==> config.mk <==
export PLATFORM = sky130hd
export DESIGN_NAME = cordic_z_serial
export DESIGN_NICKNAME = d
export VERILOG_FILES = /design/src/rtl/cordic_z_serial.sv
export SDC_FILE = /design/constraint.sdc
export NUM_CORES = 1
export LEC_CHECK = 0
export CORE_MARGIN = 10
export CORE_UTILIZATION = 47
export CTS_CLUSTER_DIAMETER = 100
export CTS_CLUSTER_SIZE = 24
export DETAILED_ROUTE_END_ITERATION = 10
export HOLD_SLACK_MARGIN = 0.12
export PLACE_DENSITY = 0.76
export SETUP_SLACK_MARGIN = 0.05
export SYNTH_ARGS = -nofsm -noshare
export SYNTH_HDL_FRONTEND = slang
export SYNTH_SLANG_ARGS = --single-unit
==> constraint.sdc <==
create_clock -name clk -period 2.7 [get_ports clk]
set_input_delay 0.675 -clock clk [delete_from_list [all_inputs] [get_ports clk]]
set_output_delay 0.675 -clock clk [all_outputs]
set_load 0.02 [all_outputs]
==> src/rtl/cordic_z_serial.sv <==
// ============================================================================
//  Module      : cordic_z_serial
//  Description : Bit-serial residual-angle (z) datapath of a CORDIC engine.
//                One full-adder slice per clock, LSB first, one word per
//                iteration; exports per-iteration direction and strobes.
//  Revision    : 1.0  initial release
// ============================================================================
`default_nettype none

module cordic_z_serial #(
    parameter int WIDTH  = 16,
    parameter int ITERS  = 16,
    parameter int ITER_W = 5,
    parameter int BIT_W  = 4
) (
    input  logic              clk,
    input  logic              rst,
    input  logic              start,
    input  logic              mode,
    input  logic [WIDTH-1:0]  z0,
    input  logic              dir_in,
    output logic              busy,
    output logic              done,
    output logic [WIDTH-1:0]  z_out,
    output logic              dir_out,
    output logic              iter_start,
    output logic [ITER_W-1:0] iter_idx
);

    localparam int C_ITER_SPAN = 2 ** ITER_W;
    localparam int C_BIT_SPAN  = 2 ** BIT_W;

    typedef enum logic [1:0] {
        S_IDLE = 2'd0,
        S_RUN  = 2'd1,
        S_DONE = 2'd2
    } state_t;

    // atan(2^-i) scaled so that 2^31 = pi, used as a high-precision reference
    function automatic logic [31:0] atan_ref32(input int i);
        case (i)
            0:  return 32'h2000_0000;
            1:  return 32'h12E4_051E;
            2:  return 32'h09FB_385B;
            3:  return 32'h0511_11D4;
            4:  return 32'h028B_0D43;
            5:  return 32'h0145_D7E1;
            6:  return 32'h00A2_F61E;
            7:  return 32'h0051_7C55;
            8:  return 32'h0028_BE53;
            9:  return 32'h0014_5F2F;
            10: return 32'h000A_2F98;
            11: return 32'h0005_17CC;
            12: return 32'h0002_8BE6;
            13: return 32'h0001_45F3;
            14: return 32'h0000_A2FA;
            15: return 32'h0000_517D;
            16: return 32'h0000_28BE;
            17: return 32'h0000_145F;
            18: return 32'h0000_0A30;
            19: return 32'h0000_0518;
            20: return 32'h0000_028C;
            21: return 32'h0000_0146;
            22: return 32'h0000_00A3;
            23: return 32'h0000_0051;
            24: return 32'h0000_0029;
            25: return 32'h0000_0014;
            26: return 32'h0000_000A;
            27: return 32'h0000_0005;
            28: return 32'h0000_0003;
            29: return 32'h0000_0001;
            30: return 32'h0000_0001;
            default: return 32'h0000_0000;
        endcase
    endfunction

    // Round the reference down to WIDTH bits (2^(WIDTH-1) = pi)
    function automatic logic [WIDTH-1:0] atan_word(input int i);
        logic [63:0] t;
        int          sh;
        t  = {32'd0, atan_ref32(i)};
        sh = 32 - WIDTH;
        if (sh > 0) begin
            t = (t + (64'd1 << (sh - 1))) >> sh;
        end
        return t[WIDTH-1:0];
    endfunction

    logic [C_BIT_SPAN-1:0] rom_w [C_ITER_SPAN];

    for (genvar gi = 0; gi < C_ITER_SPAN; gi++) begin : g_rom
        if (gi < ITERS) begin : g_live
            assign rom_w[gi] = C_BIT_SPAN'(atan_word(gi));
        end else begin : g_pad
            assign rom_w[gi] = '0;
        end
    end

    state_t             state_q,    state_d;
    logic [WIDTH-1:0]   zreg_q,     zreg_d;
    logic [WIDTH-1:0]   z_out_q,    z_out_d;
    logic               carry_q,    carry_d;
    logic               dir_q,      dir_d;
    logic               mode_q,     mode_d;
    logic [ITER_W-1:0]  iter_idx_q, iter_idx_d;
    logic [BIT_W-1:0]   bit_q,      bit_d;

    logic               dir_cur;
    logic               c_in;
    logic               rom_bit;
    logic               a_bit;
    logic               sum_bit;
    logic               c_out;
    logic [WIDTH-1:0]   z_shift;

    always_comb begin
        // Direction is decided on bit 0 and held in dir_q for the rest of the word
        dir_cur = dir_q;
        if (bit_q == '0) begin
            dir_cur = mode_q ? dir_in : zreg_q[WIDTH-1];
        end
        c_in    = (bit_q == '0) ? ~dir_cur : carry_q;
        rom_bit = rom_w[iter_idx_q][bit_q];
        a_bit   = dir_cur ? rom_bit : ~rom_bit;
        sum_bit = zreg_q[0] ^ a_bit ^ c_in;
        c_out   = (zreg_q[0] & a_bit) | (zreg_q[0] & c_in) | (a_bit & c_in);
        z_shift = {sum_bit, zreg_q[WIDTH-1:1]};
    end

    always_comb begin
        state_d    = state_q;
        zreg_d     = zreg_q;
        z_out_d    = z_out_q;
        carry_d    = carry_q;
        dir_d      = dir_q;
        mode_d     = mode_q;
        iter_idx_d = iter_idx_q;
        bit_d      = bit_q;

        case (state_q)
            S_IDLE, S_DONE: begin
                if (state_q == S_DONE) begin
                    state_d = S_IDLE;
                end
                if (start) begin
                    state_d    = S_RUN;
                    zreg_d     = z0;
                    mode_d     = mode;
                    iter_idx_d = '0;
                    bit_d      = '0;
                end
            end
            S_RUN: begin
                zreg_d  = z_shift;
                carry_d = c_out;
                dir_d   = dir_cur;
                if (bit_q == BIT_W'(WIDTH - 1)) begin
                    bit_d      = '0;
                    iter_idx_d = iter_idx_q + ITER_W'(1);
                    if (iter_idx_q == ITER_W'(ITERS - 1)) begin
                        z_out_d = z_shift;
                        state_d = S_DONE;
                    end
                end else begin
                    bit_d = bit_q + BIT_W'(1);
                end
            end
            default: begin
                state_d = S_IDLE;
            end
        endcase
    end

    always_ff @(posedge clk or posedge rst) begin
        if (rst) begin
            state_q    <= S_IDLE;
            zreg_q     <= '0;
            z_out_q    <= '0;
            carry_q    <= 1'b0;
            dir_q      <= 1'b0;
            mode_q     <= 1'b0;
            iter_idx_q <= '0;
            bit_q      <= '0;
        end else begin
            state_q    <= state_d;
            zreg_q     <= zreg_d;
            z_out_q    <= z_out_d;
            carry_q    <= carry_d;
            dir_q      <= dir_d;
            mode_q     <= mode_d;
            iter_idx_q <= iter_idx_d;
            bit_q      <= bit_d;
        end
    end

    assign busy       = (state_q == S_RUN);
    assign done       = (state_q == S_DONE);
    assign z_out      = z_out_q;
    assign dir_out    = (state_q == S_RUN) ? dir_cur : dir_q;
    assign iter_start = (state_q == S_RUN) && (bit_q == '0);
    assign iter_idx   = iter_idx_q;

endmodule

`default_nettype wire

After elaboration in Yosys (flattened, before gate mapping)
Memory sizes are Yosys's and may differ from the RTL's.
Index checks and enable logic that the tools add are counted.
{ "op_classes": {"addsub": 2, "magnitude_cmp": 2, "n_eq_ne": 8, "n_mux": 22, "n_bitwise": 10, "reduce_logical": 10} }
{ "op_table": {"columns": ["op", "count"], "rows": [
  ["$mux 16", 3],
  ["$pmux 16 s2", 1],
  ["$mux 5", 2],
  ["$pmux 5 s2", 1],
  ["$reduce_and 3->1", 3],
  ["$mux 2", 4],
  ["$mux 4", 2],
  ["$pmux 4 s2", 1],
  ["$ge 6x6->1 const B", 1],
  ["$mux 1", 6],
  ["$not 5->6", 1],
  ["$add 5x1->5 const B", 1],
  ["$eq 5x4->1 const B", 1],
  ["$lt 4x5->1 const B", 1],
  ["$add 4x1->4 const B", 1],
  ["$bmux 1 s4", 1],
  ["$eq 4x4->1 const B", 1],
  ["$logic_not 4->1", 1],
  ["$ne 2x1->1 const B", 2],
  ["$pmux 2 s2", 1],
  ["$reduce_and 2->1", 2],
  ["$and 1x1->1", 3],
  ["$ne 3x3->1 const B", 1],
  ["$eq 2x1->1 const B", 1],
  ["other kinds (9)", 12]
]} }
{ "totals": {"regBits": 46, "rom_bits": 512, "input_bits": 21, "out_inout_bits": 25, "wordCells": 63, "memories": 1} }
{ "memory_table": {"columns": ["memory", "words", "width", "read_ports", "rd_clocked_by_memory_dff", "write_ports", "line", "source"], "rows": [
  ["(no name shown)", 32, 16, 1, 0, 0, "123", "rom_bit = rom_w[iter_idx_q][bit_q];"]
]} }

Longest topological paths before layout
{ "logic_depth": {"word_depth": 11, "mapped_depth": 12, "depth_no_buf": 11} }

Worst setup path after synthesis
OpenSTA, ideal clock, no wires.
{ "synth_timing": {"path_kind": "reg-to-reg", "startpoint": "reg iter_idx_q[0] (netlist: iter_idx[0])", "endpoint": "reg z_out_q[15] (netlist: z_out[15])", "setup_ns": 0.127, "t_arrival_ns": 2.792, "required_ns": 2.573, "path_slack_ns": -0.219, "stages_incl_launch_ff": 11, "n_path_buf": 0, "synth_period_minus_slack_ns": 2.919, "path_cell_list": "dfrtp_1 -> inv_1 -> ha_1 -> mux4_1 -> nand3_1 -> o41ai_1 -> o21ai_1 -> o22ai_1 -> xor2_1 -> fa_1 -> mux2_1"} }
{ "synth_between": {"elab_chain_cells": 10, "elab_cells_between_ends": 12, "classes_between": "1 x eq/ne; 5 x mux; 4 x bitwise; 1 x reduce/logical; 1 x memory"} }
{ "synth_lines": {"columns": ["element", "line", "source"], "rows": [
  ["start, declared", "105", "logic [ITER_W-1:0] iter_idx_q, iter_idx_d;"],
  ["start signal, assigned", "191", "iter_idx_q <= iter_idx_d;"],
  ["$not 5->6 (implied by the code) (*)", "123", null],
  ["$mem_v2 32x16 (*)", null, null],
  ["$mux 16 (implied by the code) (*) (2 in a row)", "123", null],
  ["$bmux 1 s4 (*)", "123", null],
  ["$mux 1 (implied by the code) (*)", "123", null],
  ["$not 1->1", "124", "a_bit = dir_cur ? rom_bit : ~rom_bit;"],
  ["$mux 1 (*)", "124", null],
  ["$xor 1x1->1 (*) (2 in a row)", "125", "sum_bit = zreg_q[0] ^ a_bit ^ c_in;"],
  ["named net sum_bit", "112", "logic sum_bit;"],
  ["end signal, assigned", "187", "z_out_q <= z_out_d;"],
  ["end, declared", "101", "logic [WIDTH-1:0] z_out_q, z_out_d;"]
]} }
The timed path passes the listed nets; every way through them passes the cells marked *. The select of a mux whose other input is x is not followed.
A chain may end at the register's enable or synchronous reset.

Final worst setup path
{ "layout_timing": {"startpoint": "reg iter_idx_q[1] (netlist: iter_idx[1])", "endpoint": "reg z_out_q[15] (netlist: z_out[15])"} }
Same word-level chain as after synthesis.

==> flow_summary.json <==
{
  "syn_nets": 274,
  "tritoncts": "built",
  "pwr_density_cell_mw_per_mm2": 835.0,
  "grtUsageMet3_pct": 4.774,
  "holdCritPathClass": "flip-flop to flip-flop",
  "min_period_ns": 2.628,
  "power.switching_mw": 1.004,
  "port_buffers": 45,
  "place_area_sq_mm": 0.002998,
  "final_cell_area_sq_mm": 0.003120,
  "setup_viol": 0,
  "grtUsageMet2_pct": 22.27,
  "cts-root-buf": "clkbuf_8",
  "grt.total_usage_pct": 13.20,
  "syn_avg_cell_area_sq_um": 9.927,
  "clkPwrFrac_pct": 16.5,
  "p_int_mw": 1.602,
  "swShare_pct": 38.53,
  "finalWeightedCongestion": 0.9407,
  "crit_chain": "inv_4, ha_4, mux4_2, nand3_2, o41ai_1, o21ai_1, o22ai_1, xor2_1, fa_1, mux2_4",
  "fin_skew_ns": 0.005891,
  "drc_errors": 0,
  "critPathBufInv": 1,
  "critPathLaunchType": "flip-flop",
  "p_seq_share_pct": 40.2,
  "fill_cells": 393,
  "layout-drive-gt1-share_pct": 19.60,
  "wirelength_mm": 5.670,
  "area_growth_pct": 29.90,
  "wl_per_cell_microns": 15.41,
  "met1_usage_pct": 15.31,
  "via_per_inst": 5.342,
  "final_common_cell": "dfrtp_1",
  "hold_viol": 0,
  "slew_headroom_pct": 45.80,
  "drv_cap": 0,
  "grt_pass1_wl_mm": 9.197,
  "synth_area_sq_mm": 0.002402,
  "grt_pass1_vias": 1955,
  "crit_family": "multiplexers",
  "slew_viol_final": 0,
  "die_x_microns": 91.50,
  "ir_worst_vdd_mv": 0.4161,
  "synthCells": 242,
  "rsz0062_at_grt": "yes",
  "cts_buffer_depth": 2,
  "grt_max_degree": 26,
  "max_freq_ghz": 0.3805,
  "end_kind": "flip-flop",
  "ys_async_sr_fraction_pct": 100.0,
  "grt_antenna_before_repair": 0,
  "ys_ff_latch": 46,
  "synth-edff-count": 0,
  "cp.arrival_ns": 2.82,
  "clkLatencyLatePin_ns": 0.30,
  "combPwrFrac_pct": 43.2,
  "total_power_mw": 2.606,
  "core_area_sq_mm": 0.004848,
  "ant_nets": 0,
  "holdBufCountCts": 0,
  "diodes": 0,
  "final_cell_mix": "dfrtp_1 (44), clkdlybuf4s50_1 (43), nand2_1 (33)",
  "grt-ovfl-total": 0,
  "top_usage_layer": "met2",
  "core.rowCount": 25,
  "clk_pin_slew_ns": 0.09,
  "cts_made_buffers": 5,
  "worst-setup-path-type": "flip-flop to flip-flop",
  "start_util_pct": 49.55,
  "cellLeakagePower_nw": 1.406,
  "timing.final.crit_share_pct": 97.34,
  "worstMarginPinSlew_ns": 0.8080,
  "num_io_pins": 46,
  "num_vias": 1966,
  "drt_first_iter_violations": 159,
  "die_y_microns": 91.50,
  "dpl.hpwl_mm": 4.111,
  "die-area_sq_mm": 0.008371,
  "slowest_stage": "fa_1",
  "cts_sinks": 46,
  "yosys_warnings": 0,
  "critical-path-max-stage-delay_ns": 0.49,
  "status": "complete, no violations",
  "ys.flop_type": "dfrtp_1",
  "yosysUniqueCellTypes": 47,
  "firstDrtPassIters": 5,
  "synth_seq_area_share_pct": 47.92,
  "nNetsFinal": 332,
  "crit_fanout": 5,
  "required_ns": 2.89,
  "final_core_util_pct": 64.36,
  "htree_levels": 2
}
cell type report:
cell class | instances | area, sq um | share of cell area, %
clock buffers | 5 | 68.82 | 2.205
inverters | 11 | 46.29 | 1.484
multi-input cells | 171 | 1139 | 36.49
repair buffers | 65 | 610.6 | 19.57
clock inverters | 3 | 18.77 | 0.6014
well taps | 67 | 83.83 | 2.686
flip-flops and latches | 46 | 1154 | 36.97
per-layer routing:
| layer | share of wire (%) | vias up |
|---|---|---|
| met5 | 0 | - |
| met4 | 1.2 | 0 |
| met3 | 6.3 | 8 |
| met2 | 49 | 56 |
| met1 | 43 | 952 |
| li1 | - | 950 |
sequential cells by signal (all words and copies together) (netlist names):
| signal | count |
|---|---|
| z_out | 16 |
| dir_q | 1 |
| carry_q | 1 |
| iter_idx | 5 |
| state_q | 2 |
| mode_q | 1 |
| bit_q | 4 |
| zreg_q | 16 |
through the flow:
stage,hold WS (ns),TNS [ns],instances,setup WS (ns)
CTS,0.5010,0,366,0.01285
global route,0.5225,-0.01644,368,-0.01644
finish,0.5009,0,368,0.07188
floorplan,0.4682,0,242,0.05009
global placement,0.4674,0,358,0.006873
detailed placement,0.4790,-0.04016,358,-0.03362
synthesized netlist by cell type (2+ instances only):
library cell   n  area, sq um
a21oi_1        4        20.02
a31oi_1       10        62.56
and3_1         2        12.51
buf_6          6        67.56
clkbuf_1       5        18.77
dfrtp_1       46         1151
ha_1          10        125.1
inv_1          9        33.78
inv_2          2        7.510
mux2_1         3        33.78
mux2_2        13        146.4
mux2i_1        2        20.02
nand2_1       33        123.9
nand2b_1       3        18.77
nand3_1        9        45.04
nand4_1        3        18.77
nor2_1        30        112.6
nor2b_1        2        12.51
o21ai_0       12        60.06
o22ai_1        8        50.05
o31ai_1        2        15.01
xor2_1         3        26.28
worst paths after layout:
check	start	to	slack (ns)	cells after the start
min in group asynchronous	rst	zreg_q[11]	0.73	2
max in group asynchronous	rst	state_q[1]	1.44	3
setup / recovery	iter_idx[1]	z_out[15]	0.07	10
hold reg to reg	z_out[7]	z_out[7]	0.50	1
setup reg to reg	iter_idx[1]	z_out[15]	0.07	10
hold / removal	z_out[7]	z_out[7]	0.50	1
worst reg2reg max path, stage by stage, from the launching register on:
cell	delay, ns
dfrtp_2	0.46
inv_4	0.09
ha_4	0.21
mux4_2	0.45
nand3_2	0.07
o41ai_1	0.06
o21ai_1	0.13
o22ai_1	0.10
xor2_1	0.18
fa_1	0.49
mux2_4	0.27
cells by family (layout without fill, tap and decap cells):
logic type                 after synthesis  in the layout  synth area share (%)
AOI/OAI and AO/OA                       46             46                 12.03
muxes                                   19             19                 9.427
DFF                                     46             46                 47.92
adders and majority gates               11             11                 6.042
xor gates and xnor gates                 4              4                 1.459
and+or+nand+nor                         91             91                 17.24
buffers and inverters                   25             84                 5.885
repair_timing:
item	in CTS	in global routing
cloned	0	0
gates resized for setup	6	6
pin swaps	6	2
setup buffers	1	2
setup endpoints to repair	3	3
power by group through the flow:
stage          clock network [mW]  registers, mW  logic, mW
4_1_cts                     0.442           1.04       1.11
3_5_place_dp                    0           1.05       1.11
5_1_grt                     0.469           1.07       1.27
3_3_place_gp                    0           1.05       1.07
2_1_floorplan                   0           1.03      0.757
6_report                    0.430           1.05       1.13
Note: power is estimated with default switching activity, not from simulation.
==> patch 1 (config.mk and constraints unchanged) <==
Change the parameter `ITER_W` from 5 to 3.
--- a/src/rtl/cordic_z_serial.sv
+++ b/src/rtl/cordic_z_serial.sv
@@ -12,3 +12,3 @@
     parameter int ITERS  = 16,
-    parameter int ITER_W = 5,
+    parameter int ITER_W = 3,
     parameter int BIT_W  = 4
Interface: changed (resized iter_idx); port bits go from 46 to 44. No check against the original RTL was run, so the function may have changed too.
==> patch 1 against the unedited design <==
Worst setup slack improved by 170 ps; power increased by 17%; worst hold slack got worse by 6.2 ps; design area decreased by 6.5%; wire length decreased by 12%; largest power group unchanged; sequential cell count decreased by 2; clock skew increased by 2.6 ps; synthesized area decreased by 5.4%.
==> patch 1: results <==
group,metric,value,unit
min_path,type_of_the_worst_min_delay_path,"flip-flop to flip-flop",
cells_and_area,post_route_cells_drive_above_1_share,16.0,%
clock_tree,clkTransAtPathRegs,80,ps
place,dpl-instance-area,2780,sq um
grt,grt_start_max_net_pins,45,
grt,grt_first_pass_wirelength,8270,um
pwr,ir_worst_vdd,0.616,mV
place,gp_routability_congestion,0.824,
place,portBuffers,43,
timing,fin_worst_skew,8.48,ps
place,dp_hpwl,3590,um
grt,via_count_of_the_first_global_routing_pass,1822,
clock_tree,cts_inserted_buffers,5,
grt,grtUsageTotal,13.2,%
synth,synth.top_cells.by_area,"dfrtp_1, mux2_4, nand2_1",
synth,yosys_warnings,0,
place,pre_cts_slack,-28.8,ps
clock_tree,cts-htree-levels,2,
routing,detailroute.via_count,1748,
cells_and_area,num-fill-cells,398,
synth,synth_commonest_cells,"dfrtp_1, nand2_1, nor2_1, o21ai_0",
cells_and_area,fin_nets,305,
cells_and_area,antenna_cells,0,
clock_tree,clock_tree.root_cell,"clkbuf_8",
synth,syn-num-nets,253,
routing,drt_first_iter_violations,78,
synth,register_area_share_after_synthesis,48.5,%
pwr,power_leakage,1.31,nW
critical_path,crit_path_max_fanout,4,
routing,drt_total_wl,4970,um
cells_and_area,layout.core_utilization,62.2,%
run_status,run_status,"finished clean",
critical_path,cp.arrival,1790,ps
pwr,cell_internal_pwr,1.95,mW
synth,synth_cell_type_count,39,
grt,antenna_found_initial,0,
routing,detail_route.first_pass.iterations,6,
timing,timing_worst_slew_pin_value,546,ps
-- patch 1: cell count changes in the layout (fill, tap and decap cells not counted), moves of 3 or more --
cell     delta
mux2_4      +8
mux2_2      -6
nand3_1     -6
buf_4       -4
mux2i_1     +4
a31oi_1     -3
-- patch 1: worst max-delay path, cell delays in order, from the launching register on --
cell             delay [ps]
dfrtp_1                 380
inv_1                   110
ha_1                    190
nand2_1                  90
nor2_1                  170
nor2_1                   60
a21oi_1                 160
clkdlybuf4s15_1         330
-- patch 1: repair_timing --
action,CTS,global route
resized for setup,1,3
endpoints found under the hold margin,0,0
cloned,0,0
setup endpoints to repair,1,4
hold buffers,0,0
setup buffers,0,2
pin swaps,0,0
-- patch 1: layout make-up --
class | count | share of cell area [%]
timing repair buffer | 57 | 18.4
inverter | 9 | 1.16
clock buffer | 6 | 2.83
multi-input combinational | 157 | 36.1
clock inverter | 2 | 1.33
tap | 54 | 2.32
sequential | 44 | 37.8
-- patch 1: cells by family (layout without fill, tap and decap cells) --
kind of cell	Yosys count	count (layout)	synth area share [%]
simple gates	81	81	16.2
fa+ha+maj	10	10	5.84
xor+xnor	1	1	0.386
buf+inv	21	74	5.12
flops	44	44	48.5
compound gates	43	43	11.9
mux	22	22	12.1
-- patch 1: power by group through the flow --
stage | combinational (mW) | clock, mW | sequential [mW]
after CTS | 1.37 | 0.543 | 1.17
after detailed placement | 1.37 | 0 | 1.17
final | 1.36 | 0.530 | 1.17
after global placement | 1.34 | 0 | 1.16
after floorplan | 0.710 | 0 | 1.28
after global routing | 1.51 | 0.572 | 1.21
-- patch 1: final timing paths --
check                       startpoint           to  slack [ps]  depth (start not counted)
setup / recovery              bit_q[1]      dir_out         240                          7
hold / removal                 carry_q      carry_q         490                          2
setup reg to reg           iter_idx[1]    z_out[15]         250                          8
hold reg to reg                carry_q      carry_q         490                          2
max in group asynchronous          rst  iter_idx[1]        1490                          3
min in group asynchronous          rst        dir_q         810                          3
-- patch 1: layer usage --
metal,vias to the layer above,global-route usage (%),share of wire (%)
li1,860,-,-
met1,845,15.5,45
met2,39,21.6,47
met3,4,5.29,6.7
met4,0,3.90,0.91
met5,-,0,0
-- patch 1: per-stage QoR --
step / std cells / hold WS (ps)
final: 329 / 495
after global routing: 329 / 530
after CTS: 327 / 502
after detailed placement: 319 / 485
after global placement: 319 / 463
after floorplan: 222 / 446
==> patch 2 (same settings) <==
Made on the original files. Reset style: synchronous (`rst`), changed in one clocked block.
--- a/src/rtl/cordic_z_serial.sv
+++ b/src/rtl/cordic_z_serial.sv
@@ -173,3 +173,3 @@
 
-    always_ff @(posedge clk or posedge rst) begin
+    always_ff @(posedge clk) begin
         if (rst) begin
Check against the original RTL: differs if rst is asserted again (counterexample within 4 cycles, from zero or initial values and one cycle with rst high); with rst held inactive, the same outputs for 10 cycles.
==> patch 2 against the unedited design <==
Design area fell by 7.4%; synthesized area down 3.2%; final cell count rose by 9.8%; synthesized cell count increased by 22%; worst setup slack gained 120 ps; critical endpoint is now dir_out; sequential cell count stayed put; wire length grew 1.2%.
Power is not compared: it rests on default switching activity, and its combinational part moved more than twofold at a synthesized area within 25%.
==> patch 2: results <==
group,metric,value,unit
run_status,run_status,"finished clean",
grt,grtUsageTotal,13.9,%
synth,synth_cell_type_count,44,
place,dp_hpwl,4120,um
grt,grt_first_pass_wirelength,9630,um
grt,groute.layer.met3.usage,4.41,%
routing,met2WireLength,2690,um
place,gp_routability_congestion,0.901,
synth,register_area_share_after_synthesis,39.6,%
grt,grt_start_max_net_pins,47,
routing,vias_per_cell,5.27,
critical_path,setup.reg_to_reg.worst_slack,210,ps
routing,detail_route.first_pass.iterations,4,
grt,grt_util_met2,23.1,%
routing,met1Wirelength,2690,um
synth,synth_commonest_cells,"nand2_1, dfxtp_1, nor2_1, a21oi_1, nor3_1",
clock_tree,post_cts_resized,2,
cells_and_area,fin_nets,369,
synth,synth.top_cells.by_area,"dfxtp_1, nand2_1, nor2_1",
timing,timing.slew.headroom,56.9,%
routing,met3WireLength,300,um
cells_and_area,post_route_cells_drive_above_1_share,9.79,%
routing,post_drt_wl_per_cell,14.2,um
synth,ys_async_sr_fraction,0,%
timing,fin_worst_skew,4.02,ps
grt,grt.met1_usage,16.6,%
critical_path,timing.critical_path.slowest_cell_delay,390,ps
place,pre_cts_slack,-193,ps
synth,syn-num-nets,327,
patch 2: cell types whose count changed after synthesis, moves of 9 or more:
cell     before  now
nor3_1        1   15
mux2_2       13    0
dfxtp_1       0   46
a21oi_1       4   26
o21ai_0      12    3
dfrtp_1      46    0
nand2_1      33   58
patch 2: stage by stage:
stage	area (sq um)	instances	setup TNS (ps)	power [mW]	hold WS [ps]
after detailed placement	2810	397	-348	0.955	452
after CTS	2890	404	0	1.35	465
after global placement	2810	397	-248	0.950	445
after floorplan	2320	295	0	0.886	437
after global routing	2890	404	0	1.42	483
final	2890	404	0	1.34	462
patch 2: kinds of logic (layout without fill, tap and decap cells):
logic type               after synthesis  count (layout)  share of synthesized area [%]
flip-flops                            46              46                           39.6
adder cells (fa/ha/maj)               11              11                           6.24
multiplexers                           6               6                           2.69
buffers and inverters                 31              73                           7.43
XOR/XNOR                               4               4                           1.51
AND/OR/NAND/NOR                      135             135                           25.0
AO/OA/AOI/OAI                         62              62                           17.5
patch 2: cell type report:
type / instances / area (sq um)
Clock buffer: 6 / 72.6
Sequential cell: 46 / 925
Tap cell: 67 / 83.8
Clock inverter: 1 / 7.51
Fill cell: 448 / 1870
Inverter: 9 / 33.8
Timing Repair Buffer: 57 / 536
Multi-Input combinational cell: 218 / 1230
patch 2: final timing paths:
| kind | depth (start not counted) | from | endpoint |
|---|---|---|---|
| max | 4 | dir_in | dir_out |
| min | 2 | z_out[7] | z_out[7] |
| max reg2reg | 10 | iter_idx[1] | zreg_q[15] |
| min reg2reg | 2 | z_out[7] | z_out[7] |
patch 2: report_power, final:
group	internal, mW	switching (mW)	leakage (nW)
combinational	0.0962	0.109	0.629
sequential	0.710	0.0240	0.377
clock	0.178	0.228	0.0373
